## config.mk

```make
export PLATFORM = sky130hd
export DESIGN_NAME = unidad_muldiv
export DESIGN_NICKNAME = d
export VERILOG_FILES = /design/src/rtl/unidad_muldiv.sv
export SDC_FILE = /design/constraint.sdc
export NUM_CORES = 1
export LEC_CHECK = 0
export CORE_MARGIN = 2
export CORE_UTILIZATION = 25
export DETAILED_ROUTE_END_ITERATION = 16
export SKIP_CTS_REPAIR_TIMING = 1
export SLEW_MARGIN = 20
export SYNTH_ARGS = -nofsm -noshare
export SYNTH_HDL_FRONTEND = slang
export SYNTH_SLANG_ARGS = --single-unit
export TNS_END_PERCENT = 20
```

## constraint.sdc

```tcl
create_clock -name clk -period 5 [get_ports clk]
set_clock_uncertainty 0.2 [all_clocks]
set_input_delay 1.5 -clock clk [delete_from_list [all_inputs] [get_ports clk]]
set_output_delay 1.5 -clock clk [all_outputs]
set_load 0.1 [all_outputs]
```

## src/rtl/unidad_muldiv.sv

```systemverilog
// Iterative RV32M multiply/divide unit: 32 shift-add or restoring-divide steps,
// then a sign/special-case adjust step, giving a fixed 33-cycle latency.
module unidad_muldiv #(
    parameter int XLEN = 32
) (
    input  logic            clk,
    input  logic            rst_n,
    input  logic            start,
    input  logic [2:0]      op,
    input  logic [XLEN-1:0] a,
    input  logic [XLEN-1:0] b,
    input  logic [4:0]      rd_in,
    output logic            busy,
    output logic            done,
    output logic [XLEN-1:0] result,
    output logic [4:0]      rd_out
);

    localparam logic [2:0] OP_MUL    = 3'b000;
    localparam logic [2:0] OP_MULH   = 3'b001;
    localparam logic [2:0] OP_MULHSU = 3'b010;
    localparam logic [2:0] OP_MULHU  = 3'b011;
    localparam logic [2:0] OP_DIV    = 3'b100;
    localparam logic [2:0] OP_DIVU   = 3'b101;
    localparam logic [2:0] OP_REM    = 3'b110;
    localparam logic [2:0] OP_REMU   = 3'b111;

    typedef enum logic [1:0] {
        S_IDLE = 2'b00,
        S_CALC = 2'b01,
        S_ADJ  = 2'b10,
        S_DONE = 2'b11
    } state_t;

    function automatic logic [XLEN-1:0] neg_w(input logic [XLEN-1:0] v);
        return ~v + {{(XLEN-1){1'b0}}, 1'b1};
    endfunction

    function automatic logic [2*XLEN-1:0] neg_dw(input logic [2*XLEN-1:0] v);
        return ~v + {{(2*XLEN-1){1'b0}}, 1'b1};
    endfunction

    state_t              state_r;
    logic [2:0]          op_r;
    logic [4:0]          rd_r;
    logic                sgn_a_r;
    logic                sgn_b_r;
    logic                div_zero_r;
    logic [XLEN-1:0]     opnd_r;
    logic [2*XLEN-1:0]   acc_r;
    logic [4:0]          cnt_r;
    logic                busy_r;
    logic                done_r;
    logic [XLEN-1:0]     result_r;

    logic                accept_s;
    logic                is_mul_s;
    logic                sgn_a_s;
    logic                sgn_b_s;
    logic [XLEN-1:0]     mag_a_s;
    logic [XLEN-1:0]     mag_b_s;
    logic [XLEN:0]       mul_sum_s;
    logic [XLEN:0]       rem_sh_s;
    logic [XLEN:0]       diff_s;
    logic [2*XLEN-1:0]   acc_next_s;
    logic [2*XLEN-1:0]   prod_neg_s;
    logic [XLEN-1:0]     quo_neg_s;
    logic [XLEN-1:0]     rem_neg_s;
    logic [XLEN-1:0]     adj_s;

    // The final DONE edge doubles as an accept slot so the issue interval stays 34.
    assign accept_s = start & ((state_r == S_IDLE) | (state_r == S_DONE));
    assign is_mul_s = ~op[2];

    // Decide which incoming operands are signed and take their magnitudes.
    always_comb begin
        sgn_a_s = 1'b0;
        sgn_b_s = 1'b0;
        case (op)
            OP_MULH, OP_DIV, OP_REM: begin
                sgn_a_s = a[XLEN-1];
                sgn_b_s = b[XLEN-1];
            end
            OP_MULHSU: begin
                sgn_a_s = a[XLEN-1];
                sgn_b_s = 1'b0;
            end
            default: begin
                sgn_a_s = 1'b0;
                sgn_b_s = 1'b0;
            end
        endcase
        if (sgn_a_s) begin
            mag_a_s = neg_w(a);
        end else begin
            mag_a_s = a;
        end
        if (sgn_b_s) begin
            mag_b_s = neg_w(b);
        end else begin
            mag_b_s = b;
        end
    end

    // One iteration step: shift-add for multiply, restoring subtract for divide.
    // acc holds {partial product, multiplier} or {partial remainder, dividend/quotient}.
    always_comb begin
        mul_sum_s = {1'b0, acc_r[2*XLEN-1:XLEN]}
                  + (acc_r[0] ? {1'b0, opnd_r} : {(XLEN+1){1'b0}});
        rem_sh_s  = {acc_r[2*XLEN-1:XLEN], acc_r[XLEN-1]};
        diff_s    = rem_sh_s - {1'b0, opnd_r};
        if (!op_r[2]) begin
            acc_next_s = {mul_sum_s, acc_r[XLEN-1:1]};
        end else if (!diff_s[XLEN]) begin
            acc_next_s = {diff_s[XLEN-1:0], acc_r[XLEN-2:0], 1'b1};
        end else begin
            acc_next_s = {rem_sh_s[XLEN-1:0], acc_r[XLEN-2:0], 1'b0};
        end
    end

    // Select and sign-correct the final value from the accumulator.
    always_comb begin
        prod_neg_s = neg_dw(acc_r);
        quo_neg_s  = neg_w(acc_r[XLEN-1:0]);
        rem_neg_s  = neg_w(acc_r[2*XLEN-1:XLEN]);
        case (op_r)
            OP_MUL: adj_s = acc_r[XLEN-1:0];
            OP_MULH, OP_MULHSU: begin
                if (sgn_a_r ^ sgn_b_r) begin
                    adj_s = prod_neg_s[2*XLEN-1:XLEN];
                end else begin
                    adj_s = acc_r[2*XLEN-1:XLEN];
                end
            end
            OP_MULHU: adj_s = acc_r[2*XLEN-1:XLEN];
            OP_DIV: begin
                // A zero divisor yields an all-ones quotient that must not be negated.
                if (div_zero_r) begin
                    adj_s = {XLEN{1'b1}};
                end else if (sgn_a_r ^ sgn_b_r) begin
                    adj_s = quo_neg_s;
                end else begin
                    adj_s = acc_r[XLEN-1:0];
                end
            end
            OP_DIVU: adj_s = acc_r[XLEN-1:0];
            OP_REM: begin
                if (sgn_a_r) begin
                    adj_s = rem_neg_s;
                end else begin
                    adj_s = acc_r[2*XLEN-1:XLEN];
                end
            end
            OP_REMU: adj_s = acc_r[2*XLEN-1:XLEN];
            default: adj_s = {XLEN{1'b0}};
        endcase
    end

    // Control FSM and datapath registers.
    always_ff @(posedge clk) begin
        if (!rst_n) begin
            state_r    <= S_IDLE;
            op_r       <= 3'b000;
            rd_r       <= 5'd0;
            sgn_a_r    <= 1'b0;
            sgn_b_r    <= 1'b0;
            div_zero_r <= 1'b0;
            opnd_r     <= {XLEN{1'b0}};
            acc_r      <= {(2*XLEN){1'b0}};
            cnt_r      <= 5'd0;
            busy_r     <= 1'b0;
            done_r     <= 1'b0;
            result_r   <= {XLEN{1'b0}};
        end else if (accept_s) begin
            state_r    <= S_CALC;
            op_r       <= op;
            rd_r       <= rd_in;
            sgn_a_r    <= sgn_a_s;
            sgn_b_r    <= sgn_b_s;
            div_zero_r <= (b == {XLEN{1'b0}});
            opnd_r     <= is_mul_s ? mag_a_s : mag_b_s;
            acc_r      <= {{XLEN{1'b0}}, (is_mul_s ? mag_b_s : mag_a_s)};
            cnt_r      <= 5'd0;
            busy_r     <= 1'b1;
            done_r     <= 1'b0;
        end else begin
            case (state_r)
                S_IDLE: begin
                    state_r <= S_IDLE;
                end
                S_CALC: begin
                    acc_r <= acc_next_s;
                    cnt_r <= cnt_r + 5'd1;
                    if (cnt_r == 5'd31) begin
                        state_r <= S_ADJ;
                    end else begin
                        state_r <= S_CALC;
                    end
                end
                S_ADJ: begin
                    result_r <= adj_s;
                    busy_r   <= 1'b0;
                    done_r   <= 1'b1;
                    state_r  <= S_DONE;
                end
                S_DONE: begin
                    done_r  <= 1'b0;
                    state_r <= S_IDLE;
                end
                default: begin
                    busy_r  <= 1'b0;
                    done_r  <= 1'b0;
                    state_r <= S_IDLE;
                end
            endcase
        end
    end

    assign busy   = busy_r;
    assign done   = done_r;
    assign result = result_r;
    assign rd_out = rd_r;

endmodule

```

==> results of run 1 <==
-- cell usage after synthesis (6+ instances only) --
cell,n,area share
buf_2,9,0.0031
or2_2,6,0.0026
or4_1,18,0.0093
a32o_1,8,0.0055
a21boi_0,23,0.012
xnor2_1,107,0.064
o21a_1,22,0.011
a21oi_1,179,0.061
a21o_1,31,0.016
nand2_1,202,0.052
nand3_1,38,0.013
clkbuf_1,130,0.033
mux2i_1,53,0.036
buf_1,19,0.0049
nor2b_1,22,0.0094
o21ai_0,166,0.057
nand2b_1,19,0.0082
dfxtp_1,148,0.20
nor4_1,16,0.0069
xor2_1,75,0.045
a31oi_1,32,0.014
o21bai_1,8,0.0041
or3_1,18,0.0077
a31o_2,7,0.0042
a211oi_1,55,0.028
nor3_1,41,0.014
o221ai_1,11,0.0066
and2_1,30,0.013
ha_1,73,0.063
o31ai_1,27,0.014
nor2_1,230,0.059
inv_1,67,0.017
mux2_2,8,0.0062
and3_1,7,0.0030
o22ai_1,8,0.0034
nand4_1,10,0.0043
o41ai_1,12,0.0072
o211ai_1,33,0.017
a221oi_1,21,0.013
-- kinds of logic after synthesis --
logic type / after synthesis / synth area share
buffers and inverters: 230 / 0.0613
AOI/OAI and AO/OA: 690 / 0.304
DFF: 148 / 0.203
and+or+nand+nor: 676 / 0.214
xor gates and xnor gates: 182 / 0.109
adders and majority gates: 75 / 0.0654
muxes: 61 / 0.0426
-- routing by layer --
metal | GRT usage | part of all wire | vias up
met4 | 0.0729 | 0.036 | 0
met5 | 0 | 0 | -
met3 | 0.0226 | 0.066 | 86
met2 | 0.286 | 0.44 | 645
met1 | 0.243 | 0.45 | 7303
li1 | - | - | 7521
-- power by group --
group          switching (mW)  internal (mW)
Sequential              0.125           1.25
Clock                   0.598          0.874
Combinational            1.10          0.739
Total                    1.83           2.86
-- cell type report --
class                      instances  area (µm²)  share of cell area
clock inverter                    12         193              0.0112
tap                              765         957              0.0554
inverter                          69         259              0.0150
multi-input combinational       1684       10800               0.623
timing repair buffer             185        1690              0.0977
clock buffer                      20         457              0.0264
sequential                       148        2960               0.172
-- stage by stage --
step	std cells	instance area, µm²	total power [mW]	worst slack [ps]
finish	2883	17300	4.69	311
global route	2883	17300	4.93	79.2
CTS	2883	17300	4.67	374
detailed placement	2851	16600	3.20	122
global placement	2851	16600	3.17	45.2
floorplan	2062	14600	2.61	644
-- cell usage in the layout, fill, tap and decap left out, types with 8 or more instances in the layout --
master and count:
a211oi_1 55, a21boi_0 23, a21o_1 31, a21oi_1 179
a221oi_1 21, a31oi_1 32, a32o_1 8, and2_1 29
buf_4 70, clkbuf_16 17, clkdlybuf4s50_1 111, dfxtp_1 147
ha_1 72, inv_1 67, mux2_2 8, mux2i_1 53
nand2_1 201, nand2b_1 19, nand3_1 38, nand4_1 10
nor2_1 230, nor2b_1 22, nor3_1 41, nor4_1 16
o211ai_1 33, o21a_1 22, o21ai_0 166, o21bai_1 8
o221ai_1 11, o22ai_1 8, o31ai_1 27, o41ai_1 12
or3_1 18, or4_1 18, xnor2_1 106, xor2_1 73
-- path summary, 6_finish.rpt --
check,start,endpoint,slack [ps],cells after the start
max,acc_r[32],acc_r[59],310,15
min,result[5],result[5],240,2
max reg2reg,acc_r[32],acc_r[59],310,15
min reg2reg,result[5],result[5],240,2
-- worst reg2reg max path, delay by kind of cell (launching register included) --
kind	cells	cell delay (ps)
XOR/XNOR	1	160
buffers and inverters	4	810
flip-flops	1	590
adder cells (fa/ha/maj)	1	470
AO/OA/AOI/OAI	7	2100
AND/OR/NAND/NOR	2	230
-- flip-flops by register name (all words and copies together) (netlist names) --
register,cells
acc_r,64
opnd_r,32
result,32
cnt_r,5
rd_out,5
op_r,3
state_r,2
busy,1
div_zero_r,1
done,1
sgn_a_r,1
sgn_b_r,1
==> results.sh, run 1 <==
export IMPL_fp_dieW_um=245
export IMPL_wl_mm=54.8
export IMPL_crit_type="reg2reg"
export IMPL_syn_to_final_growth_pct=18.5
export IMPL_drt_iter0_markers=1456
export IMPL_maxSlewHeadroom=0.234
export IMPL_h_tree_depth=4
export IMPL_async_reset_ff_frac=0
export IMPL_finalSetupTns_ps=0
export IMPL_min_period_over_period=0.938
export IMPL_ant_nets=0
export IMPL_min_delay_path_class="reg2reg"
export IMPL_gp_congestion=0.984
export IMPL_fin_nets=2255
export IMPL_tightest_slew_ps=1150
export IMPL_cp_slowest_stage_delay_ps=590
export IMPL_root_buffer="clkbuf_16"
export IMPL_yosysWarnings=0
export IMPL_drive_gt1_frac=0.0675
export IMPL_worstSetupEndpointType="flop"
export IMPL_clk_latency_ps=470
export IMPL_firstDrtPassIters=5
export IMPL_numPortBuffers=113
export IMPL_rsz0062_at_grt="no"
export IMPL_grt_pass1_vias=14500
export IMPL_power_density_nw_per_um2=271
export IMPL_clk_pin_slew_ps=70
export IMPL_final_hold_viol_count=0
export IMPL_cts_buffers=17
export IMPL_synth_area_um2=14600
export IMPL_fillers=6251
export IMPL_cp_start_kind="flop"
export IMPL_die_y_um=245
export IMPL_min_period_ps=4690
export IMPL_grtUsageTotal=0.179
export IMPL_crit_path_top_delay_cell="dfxtp_1"
export IMPL_cp_top_family="compound AO/OA/AOI/OAI gates"
export IMPL_final_max_slew_violation_count=0
export IMPL_synth_seq_area_share=0.203
export IMPL_synth_seq_cells=148
export IMPL_wl_per_cell_um=19.0
export IMPL_diodes=0
export IMPL_avgSynthCellArea_um2=7.07
export IMPL_rows=88
export IMPL_synth_distinct_cells=74
export IMPL_hpwlAfterDp_mm=42.3
export IMPL_report_final_setup_viol=0
export IMPL_synth_edf_count=0
export IMPL_outcome="finished, final reports clean"
export IMPL_synth_nets=2212
export IMPL_dieArea_um2=60200
export IMPL_leakagePower_nw=6.54
export IMPL_cts_sinks=148
export IMPL_remaining_drc_errors=0
export IMPL_cp_data_arrival_time_ps=4810
export IMPL_synthFlopType="dfxtp_1"
export IMPL_vias=15600
export IMPL_critPathMaxFanout=29
export IMPL_cts_tree="yes"
export IMPL_ir_drop_v=0.000264
export IMPL_drv_cap=0
export IMPL_grt_pass1_wl_mm=84.7
export IMPL_antenna_found_initial=0
export IMPL_routed_via_density=5.40
export IMPL_clk_path_buf_depth=2
export IMPL_core_um2=57700
export IMPL_top_level_ports=114
export IMPL_utilization=0.299
export IMPL_grt_ovfl_total=0
export IMPL_holdWs_ps=244
export IMPL_max_freq_mhz=213
export IMPL_start_util=0.253
export IMPL_synth_cells=2062
export IMPL_grt_max_degree=101
export IMPL_cp_required_ps=5130
export IMPL_crit_chain="inv_1 -> fa_1 -> nand2b_1 -> a21oi_1 -> o21ai_0 -> o21ai_0 -> a41oi_1 -> o31ai_1 -> buf_4 -> xor2_4 -> buf_12 -> buf_12 -> nor2b_1 -> a311oi_1 -> o31ai_1"
export IMPL_cp_num_buf_inv=4
No activity file was read; power rests on OpenSTA's default activity.
==> inputs of run 2 (changes only) <==
--- a/config.mk
+++ b/config.mk
@@ -9,4 +9,5 @@
 export CORE_UTILIZATION = 25
 export DETAILED_ROUTE_END_ITERATION = 16
+export PLACE_DENSITY_LB_ADDON = 0.25
 export SKIP_CTS_REPAIR_TIMING = 1
 export SLEW_MARGIN = 20
==> constraint.sdc (replaced) <==
create_clock -name clk -period 5 [get_ports clk]
set_clock_uncertainty 0.2 [all_clocks]
set_input_delay 1.25 -clock clk [delete_from_list [all_inputs] [get_ports clk]]
set_output_delay 1.25 -clock clk [all_outputs]
set_load 0.1 [all_outputs]
==> run 2 against run 1 <==
Effect of this change: global-route usage increased by 1.3 points; final cell count unchanged; power decreased by 1.4%; critical endpoint is now acc_r[44]; non-clock buffer count unchanged; clock power decreased by 6%; combinational power about the same; first-iteration DRC count decreased by 18%.
==> results.sh, run 2 (synthesis gave the netlist of run 1 again) <==
export IMPL_dieArea_um2=60200
export IMPL_routed_via_density=5.35
export IMPL_use_met1=0.262
export IMPL_worstSetupEndpointType="flop"
export IMPL_power_switching_mw=1.83
export IMPL_final_common_cell="nor2_1"
export IMPL_grt_max_degree=101
export IMPL_syn_to_final_growth_pct=18.2
export IMPL_h_tree_depth=4
export IMPL_min_period_ps=4510
export IMPL_wl_per_cell_um=20.4
export IMPL_max_freq_mhz=222
export IMPL_final_hold_viol_count=0
export IMPL_hpwlAfterDp_mm=45.4
export IMPL_ant_nets=0
export IMPL_grtUsageMet2=0.308
export IMPL_rr_worst_depth=16
export IMPL_swShare=0.396
export IMPL_drive_gt1_frac=0.0666
export IMPL_clkPwrFrac=0.298
export IMPL_p_int_mw=2.79
export IMPL_startpoint="acc_r[31]"
export IMPL_worstSetupEndpoint="acc_r[44]"
export IMPL_remaining_drc_errors=0
export IMPL_diodes=0
export IMPL_p_comb_frac=0.405
export IMPL_largest_register="acc_r"
export IMPL_cp_start_kind="flop"
export IMPL_fillers=6339
export IMPL_clk_path_buf_depth=2
export IMPL_grt_pass1_wl_mm=89.9
export IMPL_die_y_um=245
export IMPL_ir_drop_v=0.000253
export IMPL_wl_mm=58.7
export IMPL_fin_nets=2255
export IMPL_rr_startpoint="acc_r[31]"
export IMPL_holdPathStages=2
export IMPL_clk_latency_ps=460
export IMPL_drt_iter0_markers=1197
export IMPL_core_um2=57700
export IMPL_ff2ff_setup_slack_ps=490
export IMPL_pwr_share_seq=0.297
export IMPL_grt_util_met3=0.0254
export IMPL_critPathMaxFanout=30
export IMPL_rsz0062_at_grt="no"
export IMPL_cp_required_ps=5120
export IMPL_total_power_mw=4.62
export IMPL_reg2reg_to="acc_r[44]"
export IMPL_fp_dieW_um=245
export IMPL_cts_buffers=17
export IMPL_busiest_layer="met2"
export IMPL_leakagePower_nw=6.51
export IMPL_outcome="finished, final reports clean"
export IMPL_rows=88
export IMPL_power_density_nw_per_um2=269
export IMPL_crit_type="reg2reg"
export IMPL_cts_sinks=148
export IMPL_numPortBuffers=113
export IMPL_min_period_over_period=0.902
export IMPL_firstDrtPassIters=7
export IMPL_clk_pin_slew_ps=70
export IMPL_cts_tree="yes"
export IMPL_final_max_slew_violation_count=0
export IMPL_start_util=0.253
export IMPL_largest_reg_flops=64
export IMPL_grt_pass1_vias=14800
export IMPL_grtUsageTotal=0.192
export IMPL_min_delay_path_class="reg2reg"
export IMPL_antenna_found_initial=1
export IMPL_drv_cap=0
export IMPL_layout_common_cells="nor2_1 (230), nand2_1 (201), a21oi_1 (179)"
export IMPL_vias=15400
export IMPL_report_final_setup_viol=0
export IMPL_maxSlewHeadroom=0.295
export IMPL_gp_congestion=0.955
export IMPL_grt_ovfl_total=0
export IMPL_tightest_slew_ps=1050
export IMPL_top_level_ports=114
export IMPL_root_buffer="clkbuf_16"
export IMPL_cp_data_arrival_time_ps=4630
export IMPL_finalSetupTns_ps=0
## run 2: layout make-up
cell class | count | area [µm²] | share of cell area
multi-input combinational | 1684 | 10800 | 0.624
sequential | 148 | 2960 | 0.172
clock buffer | 21 | 450 | 0.0262
inverter | 69 | 259 | 0.0150
tap | 765 | 957 | 0.0556
clock inverter | 11 | 150 | 0.00872
timing repair buffer | 185 | 1690 | 0.0979
## run 2: worst max-delay path, stage by stage, from the launching register on
cell      delay, ps
dfxtp_1         400
inv_1           150
ha_1            250
fa_1            400
nand2b_1        180
a21oi_1         200
o21ai_0         180
o21ai_0         200
buf_4           180
a41oi_1         310
o31ai_1         480
buf_4           210
xor2_4          160
buf_12          230
mux2_2          370
o21ai_0         150
a21oi_1          80
## run 2: worst min-delay path by stage
stage / from / endpoint / slack [ps]
after floorplan: opnd_r[12] / opnd_r[12] / 240
after global placement: result[10] / result[10] / 240
after detailed placement: result[10] / result[10] / 240
after CTS: result[10] / result[10] / 250
after global routing: result[5] / result[5] / 290
final: result[10] / result[10] / 250
## run 2: stage by stage
stage	cell area (µm²)	utilization	hold WS, ps	worst slack [ps]	instances
floorplan	14600	-	241	894	2062
finish	17200	0.298	247	491	2883
detailed placement	16600	0.288	244	193	2851
global route	17200	0.298	289	291	2883
CTS	17200	0.298	254	595	2883
global placement	16600	0.288	239	139	2851
## run 2: power by group through the flow
stage                     Combinational [mW]  Clock (mW)  Sequential, mW
after floorplan                         1.27           0            1.34
after global placement                  1.84           0            1.40
after detailed placement                1.84           0            1.40
after CTS                               1.85        1.41            1.37
after global routing                    2.04        1.45            1.38
final                                   1.87        1.38            1.38
## run 2: per-layer routing
metal	part of all wire	routed length, µm
met1	0.46	27200
met4	0.031	1790
met5	0	0
met3	0.063	3680
met2	0.44	26000
